===== config.mk =====
export PLATFORM = sky130hd
export DESIGN_NAME = hello_swrite_deframer
export DESIGN_NICKNAME = d
export VERILOG_FILES = /design/src/rtl/hello_pkg.sv /design/src/rtl/hello_axis_skid.sv /design/src/rtl/hello_swrite_deframer.sv
export SDC_FILE = /design/constraint.sdc
export NUM_CORES = 1
export LEC_CHECK = 0
export CORE_MARGIN = 4
export CORE_UTILIZATION = 29
export DETAILED_ROUTE_END_ITERATION = 16
export GPL_TIMING_DRIVEN = 0
export PLACE_DENSITY_LB_ADDON = 0.3
export REMOVE_ABC_BUFFERS = 1
export SLEW_MARGIN = 20
export SYNTH_ARGS = -nofsm -noshare
export SYNTH_HDL_FRONTEND = slang
export SYNTH_HIERARCHICAL = 1
export SYNTH_SLANG_ARGS = --single-unit

===== constraint.sdc =====
create_clock -name AXIS_ACLK -period 11.7 [get_ports AXIS_ACLK]
set_input_delay 2.34 -clock AXIS_ACLK [delete_from_list [all_inputs] [get_ports AXIS_ACLK]]
set_output_delay 2.34 -clock AXIS_ACLK [all_outputs]
set_load 0.1 [all_outputs]

===== src/rtl/hello_pkg.sv =====
// Shared HELLO-format constants, header field positions and deframer state encoding.
package hello_pkg;

    localparam logic [3:0] FTYPE_SWRITE = 4'h6;
    localparam logic [3:0] TTYPE_SWRITE = 4'h0;

    localparam int TID_HI   = 63;
    localparam int TID_LO   = 56;
    localparam int FTYPE_HI = 55;
    localparam int FTYPE_LO = 52;
    localparam int TTYPE_HI = 51;
    localparam int TTYPE_LO = 48;
    localparam int SIZE_HI  = 43;
    localparam int SIZE_LO  = 36;
    localparam int ADDR_HI  = 33;
    localparam int ADDR_LO  = 0;

    typedef enum logic [1:0] {
        HDR     = 2'd0,
        META    = 2'd1,
        PAYLOAD = 2'd2,
        DROP    = 2'd3
    } hello_state_t;

    function automatic logic is_swrite(input logic [63:0] hdr);
        return (hdr[FTYPE_HI:FTYPE_LO] == FTYPE_SWRITE) &&
               (hdr[TTYPE_HI:TTYPE_LO] == TTYPE_SWRITE);
    endfunction

    // SIZE is bytes minus one, payload beats are 8 bytes: 1..32 beats.
    function automatic logic [5:0] exp_beats(input logic [7:0] size);
        return {1'b0, size[7:3]} + 6'd1;
    endfunction

endpackage


===== src/rtl/hello_axis_skid.sv =====
// Two-entry AXIS skid buffer (data + last) with fully registered outputs.
module hello_axis_skid #(
    parameter int W = 64
) (
    input  logic         AXIS_ACLK,
    input  logic         AXIS_ARESET,
    input  logic         s_valid,
    output logic         s_ready,
    input  logic [W-1:0] s_data,
    input  logic         s_last,
    output logic         m_valid,
    input  logic         m_ready,
    output logic [W-1:0] m_data,
    output logic         m_last
);

    logic         skid_valid;
    logic [W-1:0] skid_data;
    logic         skid_last;
    logic         s_fire;

    // Ready depends only on a register, so it never combinationally follows m_ready.
    assign s_ready = !skid_valid;
    assign s_fire  = s_valid && s_ready;

    always_ff @(posedge AXIS_ACLK or posedge AXIS_ARESET) begin
        if (AXIS_ARESET) begin
            m_valid    <= 1'b0;
            m_data     <= '0;
            m_last     <= 1'b0;
            skid_valid <= 1'b0;
            skid_data  <= '0;
            skid_last  <= 1'b0;
        end else if (m_valid && !m_ready) begin
            if (s_fire) begin
                skid_valid <= 1'b1;
                skid_data  <= s_data;
                skid_last  <= s_last;
            end
        end else if (skid_valid) begin
            m_valid    <= 1'b1;
            m_data     <= skid_data;
            m_last     <= skid_last;
            skid_valid <= 1'b0;
        end else begin
            m_valid <= s_fire;
            if (s_fire) begin
                m_data <= s_data;
                m_last <= s_last;
            end
        end
    end

endmodule


===== src/rtl/hello_swrite_deframer.sv =====
// Parses HELLO SWRITE headers into one metadata transfer, then forwards the
// payload-only stream with length checking; non-SWRITE packets are dropped.
module hello_swrite_deframer
    import hello_pkg::*;
#(
    parameter int ADDR_W = 34,
    parameter int CNT_W  = 16
) (
    input  logic              AXIS_ACLK,
    input  logic              AXIS_ARESET,
    input  logic              S_AXIS_TVALID,
    output logic              S_AXIS_TREADY,
    input  logic [63:0]       S_AXIS_TDATA,
    input  logic              S_AXIS_TLAST,
    input  logic [31:0]       S_AXIS_TUSER,
    output logic              META_VALID,
    input  logic              META_READY,
    output logic [ADDR_W-1:0] META_ADDR,
    output logic [7:0]        META_SIZE,
    output logic [7:0]        META_TID,
    output logic [31:0]       META_TUSER,
    output logic              M_AXIS_TVALID,
    input  logic              M_AXIS_TREADY,
    output logic [63:0]       M_AXIS_TDATA,
    output logic              M_AXIS_TLAST,
    output logic              err_len,
    output logic              err_ftype,
    output logic [CNT_W-1:0]  pkt_count,
    output logic [CNT_W-1:0]  err_count
);

    hello_state_t state;
    logic [5:0]   beat_cnt;
    logic [5:0]   beat_exp;
    logic         skid_s_ready;
    logic         s_fire;
    logic         hdr_sw;
    logic         last_exp;
    logic         ftype_evt;
    logic         len_evt;
    logic         pay_good;

    // Valid/ready: a beat transfers on any rising edge where TVALID and TREADY are both high.
    always_comb begin
        S_AXIS_TREADY = 1'b0;
        case (state)
            HDR, DROP: S_AXIS_TREADY = 1'b1;
            META:      S_AXIS_TREADY = 1'b0;
            PAYLOAD:   S_AXIS_TREADY = skid_s_ready;
            default:   S_AXIS_TREADY = 1'b0;
        endcase
        if (AXIS_ARESET) S_AXIS_TREADY = 1'b0;
    end

    assign s_fire    = S_AXIS_TVALID && S_AXIS_TREADY;
    assign hdr_sw    = is_swrite(S_AXIS_TDATA);
    assign last_exp  = (beat_cnt + 6'd1) == beat_exp;
    assign ftype_evt = s_fire && (state == HDR) && !hdr_sw;
    assign pay_good  = s_fire && (state == PAYLOAD) && S_AXIS_TLAST && last_exp;
    // Header-only SWRITE, short packet, or long packet.
    assign len_evt   = (s_fire && (state == HDR) && hdr_sw && S_AXIS_TLAST) ||
                       (s_fire && (state == PAYLOAD) && (S_AXIS_TLAST != last_exp));

    always_ff @(posedge AXIS_ACLK or posedge AXIS_ARESET) begin
        if (AXIS_ARESET) begin
            state      <= HDR;
            beat_cnt   <= '0;
            beat_exp   <= '0;
            META_VALID <= 1'b0;
            META_ADDR  <= '0;
            META_SIZE  <= '0;
            META_TID   <= '0;
            META_TUSER <= '0;
            err_len    <= 1'b0;
            err_ftype  <= 1'b0;
            pkt_count  <= '0;
            err_count  <= '0;
        end else begin
            err_len   <= len_evt;
            err_ftype <= ftype_evt;
            if ((len_evt || ftype_evt) && (err_count != '1)) err_count <= err_count + CNT_W'(1);
            if (pay_good && (pkt_count != '1)) pkt_count <= pkt_count + CNT_W'(1);

            case (state)
                HDR: begin
                    if (s_fire) begin
                        if (!hdr_sw) begin
                            state <= S_AXIS_TLAST ? HDR : DROP;
                        end else if (!S_AXIS_TLAST) begin
                            META_VALID <= 1'b1;
                            META_ADDR  <= S_AXIS_TDATA[ADDR_W-1:0];
                            META_SIZE  <= S_AXIS_TDATA[SIZE_HI:SIZE_LO];
                            META_TID   <= S_AXIS_TDATA[TID_HI:TID_LO];
                            META_TUSER <= S_AXIS_TUSER;
                            beat_exp   <= exp_beats(S_AXIS_TDATA[SIZE_HI:SIZE_LO]);
                            beat_cnt   <= '0;
                            state      <= META;
                        end
                    end
                end
                META: begin
                    if (META_READY) begin
                        META_VALID <= 1'b0;
                        state      <= PAYLOAD;
                    end
                end
                PAYLOAD: begin
                    if (s_fire) begin
                        beat_cnt <= beat_cnt + 6'd1;
                        if (S_AXIS_TLAST)  state <= HDR;
                        else if (last_exp) state <= DROP;
                    end
                end
                DROP: begin
                    if (s_fire && S_AXIS_TLAST) state <= HDR;
                end
                default: state <= HDR;
            endcase
        end
    end

    // A long packet gets TLAST forced on the beat that reaches the expected count.
    hello_axis_skid #(.W(64)) u_skid (
        .AXIS_ACLK   (AXIS_ACLK),
        .AXIS_ARESET (AXIS_ARESET),
        .s_valid     (S_AXIS_TVALID && (state == PAYLOAD)),
        .s_ready     (skid_s_ready),
        .s_data      (S_AXIS_TDATA),
        .s_last      (S_AXIS_TLAST || last_exp),
        .m_valid     (M_AXIS_TVALID),
        .m_ready     (M_AXIS_TREADY),
        .m_data      (M_AXIS_TDATA),
        .m_last      (M_AXIS_TLAST)
    );

endmodule


==> Flow_metrics.wiki <==
{| class="wikitable"
! Metric !! Value
|-
| Result of the run || completed
|-
| Setup repair after global routing missed its margin || false
|-
| Number of gates resized after cts || 0
|-
| Part of the total power dissipated in sequential elements || 31.7%
|-
| Total via count in the routed design || 7,567
|-
| Detailed-route wire length per cell || 17.95 µm
|-
| Clock insertion delay at the later pin of the skew report || 0.57 ns
|-
| Final wirelength || 29,730 µm
|-
| Proportion of synthesized flip-flops having asynchronous set or reset || 100.0%
|-
| Distinct cell type count of the synthesized netlist || 43
|-
| Register bit count reported by yosys || 263
|-
| Share of the yosys chip area belonging to registers || 55.09%
|-
| Synthesis-to-finish area growth || 37.70%
|-
| Die ar. || 44,510 µm²
|-
| Maximum number of buffers from clock root to sink || 3
|-
| Total number of yosys warnings || 6
|-
| Peak clock frequency supported by timing || 0.1438 GHz
|-
| Tightest slew margin relative to the limit || 22.70%
|-
| Mean instance size in the synthesized netlist || 14.79 µm²
|-
| Type of element launching the critical path || input port
|-
| TritonCTS clock tree || done
|-
| Clock-pin slew of the registers on the worst-case setup and hold paths || 0.06 ns
|-
| Setup slack at placement || 4.737 ns
|-
| TritonCTS Buffers || 31
|-
| Internal || 2312 µW
|-
| Leakage power of the design || 0.007238 µW
|-
| Height of the die || 211.0 µm
|-
| Initial DRT Pass Iterations || 4
|-
| Max-cap violation count || 0
|-
| Number of max-slew violations in the final report || 0
|-
| Number of global-route vias before repair || 8,197
|-
| Mapped Area || 11,950 µm²
|-
| Data arrival at the endpoint of the critical path || 4.62 ns
|-
| Sw Pwr || 1861 µW
|-
| DRC marker count from the first detailed-route iteration || 345
|-
| Most frequent cells in the layout || sky130_fd_sc_hd__clkdlybuf4s50_1 (285), sky130_fd_sc_hd__dfrtp_1 (262), sky130_fd_sc_hd__mux2_4 (116)
|-
| Clock tree root driver cell || sky130_fd_sc_hd__clkbuf_16
|-
| Detail-routed via count per cell || 4.569
|-
| Post-DRT Antenna Nets || 0
|-
| Worst setup skew after layout || 0.008896 ns
|-
| Number of enable flip-flop cells after synthesis || 0
|-
| Final Hold Violating Endpoints || 0
|-
| Min setup slack post-route || 4.744 ns
|-
| Total negative slack for setup checks || 0 ns
|-
| Share of the clock period used by the worst path after layout || 59.45%
|-
| Crit. End Element || primary output
|-
| Min-delay worst type || reg2reg
|-
| Weighted congestion reported at the end of routability-driven placement || 0.8034
|-
| Initial core utilization || 29.32%
|-
| Cell Pwr Density || 253.7 nW/µm²
|-
| Wire length of the first global-routing pass || 48,020 µm
|-
| Maximum level of the CTS H-tree || 1
|-
| Critical Path Fanout Max || 6
|-
| Switching Fraction || 44.61%
|-
| Overflow left after global routing || 0
|-
| Core area || 40,740 µm²
|-
| Largest net degree at the start of global routing || 72
|-
| Buffers added on ports || 285
|-
| Combinational cell fraction of total power || 45.4%
|-
| Number of antenna violations at the first check in global routing || 3
|-
| Layout cell share with drive strength beyond 1 || 24.49%
|-
| Clock period minus worst slack || 6.956 ns
|-
| Cell type contributing the most total cell area after synthesis || sky130_fd_sc_hd__dfrtp_1
|-
| Yosys top cell area share || 55.09%
|-
| HPWL after detailed placement || 20,310 µm
|-
| Number of placement rows || 74
|-
| Layout Nets || 1,205
|-
| Cell count after synthesis || 808
|-
| Prevailing post-synth register cell || sky130_fd_sc_hd__dfrtp_1
|-
| Final-report setup violation count || 0
|-
| Clock group share of total power || 22.9%
|-
| Critical path required time || 9.36 ns
|-
| Post-CTS setup buffer count || 0
|-
| Hold buffer count at CTS || 0
|-
| Most common cell after layout, fill and taps aside || sky130_fd_sc_hd__clkdlybuf4s50_1
|-
| Transition time at the pin with the least slew margin || 1.156 ns
|-
| Count of pins on the block boundary || 286
|-
| Worst vdd ir || 160.4 µV
|-
| Overall routing resource usage || 13.36%
|-
| DRC violations left || 0
|-
| Crit path kind || in2out
|-
| Width of the die || 211.0 µm
|-
| Cells taking the most area after synthesis || sky130_fd_sc_hd__dfrtp_1 (55%), sky130_fd_sc_hd__mux2_4 (15%), sky130_fd_sc_hd__mux2_2 (8.1%), sky130_fd_sc_hd__mux2_1 (7.4%), sky130_fd_sc_hd__xnor2_1 (2.4%)
|-
| # clock sinks || 263
|}
-- layer usage --
layer | track usage [%] | vias to the layer above | part of all wire (%)
met1 | 17.54 | 3834 | 43
met4 | 2.996 | 4 | 2.4
met2 | 21.47 | 190 | 47
met5 | 0 | - | 0.054
li1 | - | 3491 | -
met3 | 4.664 | 48 | 7.7
-- worst max-delay path, stage by stage --
cell and delay (ns):
sky130_fd_sc_hd__clkdlybuf4s50_1 0.67, sky130_fd_sc_hd__a211oi_1 0.40, sky130_fd_sc_hd__clkdlybuf4s50_1 1.20
-- flip-flops by register name (all words and copies together) (netlist names), 2 cells and up --
signal and count:
beat_cnt 6, u_skid/skid_data 64, beat_exp 6, META_SIZE 8
err_count 16, pkt_count 16, u_skid/m_data 64, META_TUSER 32
state 2, META_TID 8, META_ADDR 34
-- per-stage QoR --
stage,total power [µW],hold WS [ns],util [%],instances,area [µm²]
floorplan,2752,0.4522,-,767,11610
global placement,3242,0.4617,37.14,1584,15130
detailed placement,3250,0.4684,37.88,1597,15430
CTS,4235,0.4829,40.37,1655,16440
global route,4370,0.4936,40.37,1655,16450
finish,4173,0.4790,40.38,1656,16450
-- path summary, 6_finish.rpt --
path / from / to / slack [ns] / cells past startpoint
setup / recovery: AXIS_ARESET / S_AXIS_TREADY / 4.74 / 3
hold / removal: u_skid/skid_data[29]$_DFFE_PP0P_ / u_skid/skid_data[29]$_DFFE_PP0P_ / 0.48 / 1
setup reg to reg: beat_cnt[0]$_DFFE_PP0P_ / err_count[1]$_DFFE_PP0P_ / 7.96 / 9
hold reg to reg: u_skid/skid_data[29]$_DFFE_PP0P_ / u_skid/skid_data[29]$_DFFE_PP0P_ / 0.48 / 1
max in group asynchronous: AXIS_ARESET / META_ADDR[26]$_DFFE_PP0P_ / 8.46 / 3
min in group asynchronous: AXIS_ARESET / pkt_count[13]$_DFFE_PP0P_ / 2.48 / 2
-- cells by family after synthesis --
group	count (synthesis)	synth area share, %
buffers and inverters	50	3.069
and+or+nand+nor	130	6.232
muxes	281	30.13
xor gates and xnor gates	38	2.786
DFF	263	55.09
adders and majority gates	5	0.5237
AOI/OAI and AO/OA	41	2.168
-- synth_stat cells, types with 2 or more instances --
master                     instances
sky130_fd_sc_hd__a211o_1           2
sky130_fd_sc_hd__a21oi_1           6
sky130_fd_sc_hd__a31oi_1           3
sky130_fd_sc_hd__a41oi_1           2
sky130_fd_sc_hd__and2_1            4
sky130_fd_sc_hd__and3_1           10
sky130_fd_sc_hd__and4_1            4
sky130_fd_sc_hd__buf_2             8
sky130_fd_sc_hd__buf_4             5
sky130_fd_sc_hd__buf_6            20
sky130_fd_sc_hd__clkbuf_1          8
sky130_fd_sc_hd__dfrtp_1         263
sky130_fd_sc_hd__ha_1              5
sky130_fd_sc_hd__inv_1             9
sky130_fd_sc_hd__mux2_1           79
sky130_fd_sc_hd__mux2_2           86
sky130_fd_sc_hd__mux2_4          116
sky130_fd_sc_hd__nand2_1          27
sky130_fd_sc_hd__nand2b_1          5
sky130_fd_sc_hd__nand3_1          19
sky130_fd_sc_hd__nand4_1          22
sky130_fd_sc_hd__nor2_1           18
sky130_fd_sc_hd__nor2b_1           5
sky130_fd_sc_hd__nor3_1            2
sky130_fd_sc_hd__nor4_1            6
sky130_fd_sc_hd__nor4_4            2
sky130_fd_sc_hd__o21a_1            2
sky130_fd_sc_hd__o21ai_0          16
sky130_fd_sc_hd__o31ai_1           4
sky130_fd_sc_hd__xnor2_1          33
sky130_fd_sc_hd__xor2_1            5
-- power groups by stage --
stage | logic (µW) | registers [µW] | clock network [µW]
after floorplan | 478 | 2270 | 0
after global placement | 1910 | 1340 | 0
after detailed placement | 1910 | 1340 | 0
after CTS | 1920 | 1320 | 992
after global routing | 1980 | 1360 | 1030
final | 1900 | 1320 | 954
-- area by class of cell --
type / instances / area, µm²
tap: 532 / 665.6
clock buffer: 53 / 958.4
multi-input combinational: 495 / 5024
fill: 3850 / 24290
sequential: 263 / 6585
antenna: 1 / 2.502
clock inverter: 5 / 53.80
inverter: 9 / 48.80
timing repair buffer: 298 / 3113
Power figures use the tool's default switching activity.
